[config.mk]
export PLATFORM = sky130hd
export DESIGN_NAME = hps_input_sequencer
export DESIGN_NICKNAME = d
export VERILOG_FILES = /design/src/rtl/hps_input_sequencer.sv
export SDC_FILE = /design/constraint.sdc
export NUM_CORES = 1
export LEC_CHECK = 0
export CAP_MARGIN = 0
export CELL_PAD_IN_SITES_DETAIL_PLACEMENT = 0
export CELL_PAD_IN_SITES_GLOBAL_PLACEMENT = 2
export CORE_MARGIN = 4
export CORE_UTILIZATION = 49
export CTS_CLUSTER_SIZE = 16
export DETAILED_ROUTE_END_ITERATION = 12
export PLACE_DENSITY = 0.92
export SYNTH_ARGS = -nofsm -noshare
export SYNTH_HDL_FRONTEND = slang
export SYNTH_SLANG_ARGS = --single-unit
[constraint.sdc]
create_clock -name clk -period 5.07 [get_ports clk]
set_clock_uncertainty 0.15 [all_clocks]
set_input_delay 0.507 -clock clk [delete_from_list [all_inputs] [get_ports clk]]
set_output_delay 0.507 -clock clk [all_outputs]
set_load 0.01 [all_outputs]
[src/rtl/hps_input_sequencer.sv]
// Register-programmed FIFO that streams frames of LEN words on a valid/ready port.
// Optional interrupt output enabled by defining HPS_INPUT_SEQ_IRQ_EN.
module hps_input_sequencer #(
    parameter int unsigned DATA_W = 20,
    parameter int unsigned DEPTH  = 16
) (
    input  logic              clk,
    input  logic              reset_n,
    input  logic [1:0]        address,
    input  logic              chipselect,
    input  logic              write_n,
    input  logic [31:0]       writedata,
    output logic [31:0]       readdata,
    output logic [DATA_W-1:0] out_data,
    output logic              out_valid,
    input  logic              out_ready,
    output logic              out_last
`ifdef HPS_INPUT_SEQ_IRQ_EN
    ,
    output logic              irq
`endif
);

    localparam int unsigned AW = $clog2(DEPTH);
    localparam int unsigned CW = AW + 1;

    localparam logic [0:0] IDLE = 1'b0;
    localparam logic [0:0] RUN  = 1'b1;

    logic [0:0]        state_q;
    logic [0:0]        state_d;
    logic [DATA_W-1:0] mem [DEPTH];
    logic [AW-1:0]     wr_ptr_q;
    logic [AW-1:0]     rd_ptr_q;
    logic [CW-1:0]     count_q;
    logic [7:0]        len_q;
    logic [7:0]        frame_len_q;
    logic [7:0]        sent_q;
    logic [DATA_W-1:0] last_word_q;
    logic              done_q;
    logic              ovf_q;
    logic              irq_en_q;

    logic wr;
    logic data_wr;
    logic ctrl_wr;
    logic stat_wr;
    logic len_wr;
    logic flush;
    logic start;
    logic push_req;
    logic push_ok;
    logic pop;
    logic empty;
    logic full;
    logic run;
    logic unused_wd;

    assign wr      = chipselect && !write_n;
    assign data_wr = wr && (address == 2'd0);
    assign ctrl_wr = wr && (address == 2'd1);
    assign stat_wr = wr && (address == 2'd2);
    assign len_wr  = wr && (address == 2'd3);

    // Flush dominates every other same-cycle action.
    assign flush    = ctrl_wr && writedata[1];
    assign start    = ctrl_wr && writedata[0] && !flush && (state_q == IDLE) && (len_q != 8'd0);
    assign push_req = data_wr && !flush;

    assign empty     = (count_q == '0);
    assign full      = (count_q == CW'(DEPTH));
    assign run       = (state_q == RUN);
    assign out_valid = run && !empty;
    assign out_last  = out_valid && (sent_q == (frame_len_q - 8'd1));
    assign out_data  = empty ? '0 : mem[rd_ptr_q];

    assign pop     = out_valid && out_ready && !flush;
    assign push_ok = push_req && (!full || pop);

    assign unused_wd = ^writedata;

    // Next-state logic
    always_comb begin
        state_d = state_q;
        case (state_q)
            IDLE:    if (start) state_d = RUN;
            RUN:     if (pop && out_last) state_d = IDLE;
            default: state_d = IDLE;
        endcase
        if (flush) state_d = IDLE;
    end

    always_ff @(posedge clk or negedge reset_n) begin
        if (!reset_n) state_q <= IDLE;
        else          state_q <= state_d;
    end

    // FIFO storage has no reset; out_data is masked while empty.
    always_ff @(posedge clk) begin
        if (push_ok) mem[wr_ptr_q] <= writedata[DATA_W-1:0];
    end

    // FIFO pointers, fill count and frame progress
    always_ff @(posedge clk or negedge reset_n) begin
        if (!reset_n) begin
            wr_ptr_q    <= '0;
            rd_ptr_q    <= '0;
            count_q     <= '0;
            sent_q      <= 8'd0;
            frame_len_q <= 8'd0;
        end else if (flush) begin
            wr_ptr_q <= '0;
            rd_ptr_q <= '0;
            count_q  <= '0;
            sent_q   <= 8'd0;
        end else begin
            if (push_ok) wr_ptr_q <= wr_ptr_q + AW'(1);
            if (pop) begin
                rd_ptr_q <= rd_ptr_q + AW'(1);
                sent_q   <= sent_q + 8'd1;
            end
            if (push_ok && !pop)      count_q <= count_q + CW'(1);
            else if (pop && !push_ok) count_q <= count_q - CW'(1);
            // LEN is sampled only here so mid-frame LEN writes wait for the next frame.
            if (start) begin
                sent_q      <= 8'd0;
                frame_len_q <= len_q;
            end
        end
    end

    // Software-visible registers and sticky status
    always_ff @(posedge clk or negedge reset_n) begin
        if (!reset_n) begin
            len_q       <= 8'd0;
            last_word_q <= '0;
            done_q      <= 1'b0;
            ovf_q       <= 1'b0;
        end else begin
            if (len_wr)  len_q       <= writedata[7:0];
            if (data_wr) last_word_q <= writedata[DATA_W-1:0];

            if (pop && out_last)                done_q <= 1'b1;
            else if (stat_wr && writedata[10])  done_q <= 1'b0;

            if (push_req && full && !pop)       ovf_q <= 1'b1;
            else if (stat_wr && writedata[11])  ovf_q <= 1'b0;
        end
    end

`ifdef HPS_INPUT_SEQ_IRQ_EN
    always_ff @(posedge clk or negedge reset_n) begin
        if (!reset_n)     irq_en_q <= 1'b0;
        else if (ctrl_wr) irq_en_q <= writedata[2];
    end

    assign irq = done_q && irq_en_q;
`else
    assign irq_en_q = 1'b0;
`endif

    // Register read mux
    always_comb begin
        readdata = '0;
        case (address)
            2'd0:    readdata = 32'(last_word_q);
            2'd1:    readdata = {29'd0, irq_en_q, 1'b0, run};
            2'd2:    readdata = {20'd0, ovf_q, done_q, full, empty, 1'b0, 7'(count_q)};
            default: readdata = {24'd0, len_q};
        endcase
    end

endmodule

==> flow_summary.yaml <==
cts:
  h-tree-depth: 2
  worstSkewPairLatency_ps: 520
  cts_inserted_buffers: 38
  clock_path_buffers: 3
  clockRootBuffer: "clkbuf_16"
  path_clk_slew_ps: 60
  tritoncts: "done"
  cts_num_sinks: 380
worst_setup_path:
  ff2ff_setup_slack_ps: 1370
  crit_chain: "buf_4, mux4_2, mux4_2, nor2b_1, clkdlybuf4s50_1"
  critPathLaunchType: "register"
  crit_type: "reg -> out"
  r2r-start: "count_q[2]"
  cp.depth: 5
  reg2reg_depth: 9
  crit_path_top_delay_cell: "dfrtp_4"
  reg2reg_to: "count_q[4]"
  slowest_delay_ps: 810
  crit_fanout: 29
  critPathCaptureType: "output pin"
  cp_data_required_time_ps: 4410
  cp_data_arrival_time_ps: 3530
  path_common_cell: "mux4_2"
  crit_buf_inv: 2
  crit_family: "multiplexers"
  startpoint: "rd_ptr_q[0]"
  endpoint: "out_data[0]"
power:
  p_per_area_nw_per_um2: 494
  power_leakage_uw: 0.00618
  ir_drop_uv: 288
floorplan:
  start_util_pct: 49.6
  dieArea_um2: 34800
  pin_count: 93
  fp.dieH_um: 186
  die_x_um: 186
  num_rows: 65
  coreArea_um2: 31500
logic_synthesis:
  syn_area_um2: 15600
  avgSynthCellArea_um2: 18.3
  synth-seq-area-share_pct: 71.2
  yosys-top-cells-area: "edfxtp_1 (62%), mux4_2 (15%), dfrtp_1 (9.6%), nand2_1 (2.2%), nor2_1 (1.1%)"
  yosys.cell_types.count: 56
  ys_ff_latch: 380
  yosys_warnings: 0
  synthFlopType: "edfxtp_1"
  synth_compound_area_share_pct: 2.02
  synthXorXnorAreaFrac_pct: 1.07
  synthCells: 855
  synth_edf_count: 320
  yosys.area.top_type: "edfxtp_1"
  synth_top_area_share_pct: 61.6
  synthAdderAreaFrac_pct: 1.01
  async_flop_share_pct: 15.8
  synth_simple_gate_area_share_pct: 6.41
  synth.area.mux_share_pct: 16.4
  synth_top_family_by_area: "multiplexers"
route:
  wl_per_cell_um: 25.3
  avgViaCountPerCell: 5.89
  num_vias: 8152
  antenna_left: 0
  drtIter0Drc: 853
  routed_wl_um: 34900
  drcViolationCount: 0
  firstDrtPassIters: 5
run:
  maxCapViolCount: 0
final_layout:
  drive_gt1_share_pct: 23.1
  layout.nets: 1004
  area_growth_pct: 16.3
  instances_no_fill: 1383
  nFillCells: 2268
  diodes: 0
place:
  hpwlAfterDp_um: 19700
  numPortBuffers: 68
  gp_congestion: 0.735
  dp.cells: 1314
timing:
  hold_viol_final: 0
  rsz0062_at_grt: "false"
  fmax_mhz: 239
  slew_headroom_pct: 33.9
  period_share_pct: 82.7
  tns_ps: 0
  fin_crit_ps: 4190
  finalSetupViolations: 0
  slew_violations: 0
  worst_pin_slew_ps: 991
grt:
  grtUsageTotal_pct: 20.3
  grt_start_max_net_pins: 53
  grt_antenna_before_repair: 0
  overflow: 0
  grt_pass1_vias: 8690
  grt_pass1_wl_um: 53700
hold_path:
  hold_path.class: "reg -> reg"
  worstHoldStart: "last_word_q[16]"
status:
  status: "finished, final reports clean"
[worst reg2reg max path, cell delays in order, from the launching register on]
cell and delay (ps):
dfrtp_1 440, or4_1 670, o211a_1 460, or3_1 510
fa_1 440, a21o_1 190, a21oi_1 280, nor3_1 90
a211oi_1 240, a211oi_1 70
[flip-flops by register name, summed over array words and instances (netlist names)]
name and flops:
count_q 5, last_word_q 20, rd_ptr_q 4, mem 320
run 1, ovf_q 1, len_q 8, done_q 1
sent_q 8, frame_len_q 8, wr_ptr_q 4
[kinds of logic (layout without fill, tap and decap cells)]
kind of cell / after synthesis / in the layout
DFF: 380 / 380
and+or+nand+nor: 211 / 211
muxes: 128 / 128
buffers and inverters: 62 / 177
AOI/OAI and AO/OA: 42 / 42
xor gates and xnor gates: 19 / 19
adders and majority gates: 12 / 12
other: 1 / 12
[cell type report]
cell class | count | area (µm²) | area share, %
clock buffers | 47 | 1020 | 5.60
well taps | 402 | 503 | 2.77
clock inverters | 21 | 243 | 1.34
inverters | 9 | 33.8 | 0.186
flip-flops and latches | 380 | 11100 | 61.3
multi-input cells | 424 | 4300 | 23.7
repair buffers | 100 | 931 | 5.13
[cells in the final DEF, fill, tap and decap left out, types with 9 or more instances in the layout]
master and n:
edfxtp_1 320, mux4_2 101, nand2_1 92, clkdlybuf4s50_1 67, dfrtp_1 58, clkbuf_16 39, buf_4 30, nor2_1 29
nor2b_1 21, nor2_2 17, mux2i_1 12, mux2_2 12, conb_1 12, o21ai_0 11, ha_1 11, and2_1 10
xnor2_1 10, inv_1 9, xor2_1 9
[synth_stat cells (2+ instances only)]
cell type    n
ha_1        11
o32ai_1      2
or4_1        2
mux4_2     101
nor4_1       2
nor2b_1     21
a211oi_1     5
dfrtp_1     60
buf_1        4
nor3_1       7
o21ai_0     11
nor2_1      46
a22o_1       3
nor4bb_1     2
buf_4       12
a31oi_1      2
a21o_1       2
a21oi_1      5
clkbuf_1    28
nand4bb_1    2
nand3_1      3
buf_2        9
mux2_1       3
inv_1        9
nand3b_1     4
xor2_1       9
nand2b_1     6
xnor2_1     10
and2_1      10
nand4_1      6
mux2i_1     12
nand2_1     92
mux2_2      12
edfxtp_1   320
[metrics by stage]
stage | hold WS [ps] | worst slack, ps | area (µm²) | utilization [%] | power, µW
global placement | 300 | 1060 | 16900 | 53.6 | 6180
CTS | 320 | 803 | 18100 | 57.7 | 9050
finish | 316 | 878 | 18100 | 57.7 | 8960
detailed placement | 305 | 1060 | 16900 | 53.6 | 6210
global route | 334 | 665 | 18100 | 57.7 | 9380
floorplan | 61.4 | 1940 | 15600 | - | 5380
[what timing repair did]
item | 4_1_cts | 5_1_grt
hold buffers | 1 | 0
resized for setup | 0 | 0
hold endpoints to repair | 24 | 0
setup buffers | 0 | 0
[per-layer routing]
metal	share of wire [%]	global-route usage (%)
met4	1.7	4.52
met5	0	0
met1	40	28.4
met3	8.6	3.39
met2	50	34.3
[report_power, final]
| part | switching [µW] | leakage [µW] | internal [µW] | total (µW) |
|---|---|---|---|---|
| combinational | 979 | 0.00194 | 1300 | 2280 |
| sequential | 309 | 0.00363 | 3550 | 3860 |
| clock | 1180 | 0.000611 | 1650 | 2830 |
| total | 2470 | 0.00618 | 6500 | 8960 |
[worst min-delay path by stage]
stage	endpoint	depth (start not counted)	slack (ps)
floorplan	count_q[0]	0	60
global placement	last_word_q[14]	2	300
detailed placement	last_word_q[16]	2	300
CTS	last_word_q[16]	2	320
global route	last_word_q[16]	2	330
finish	last_word_q[16]	2	320
(Power assumes the default switching activity.)
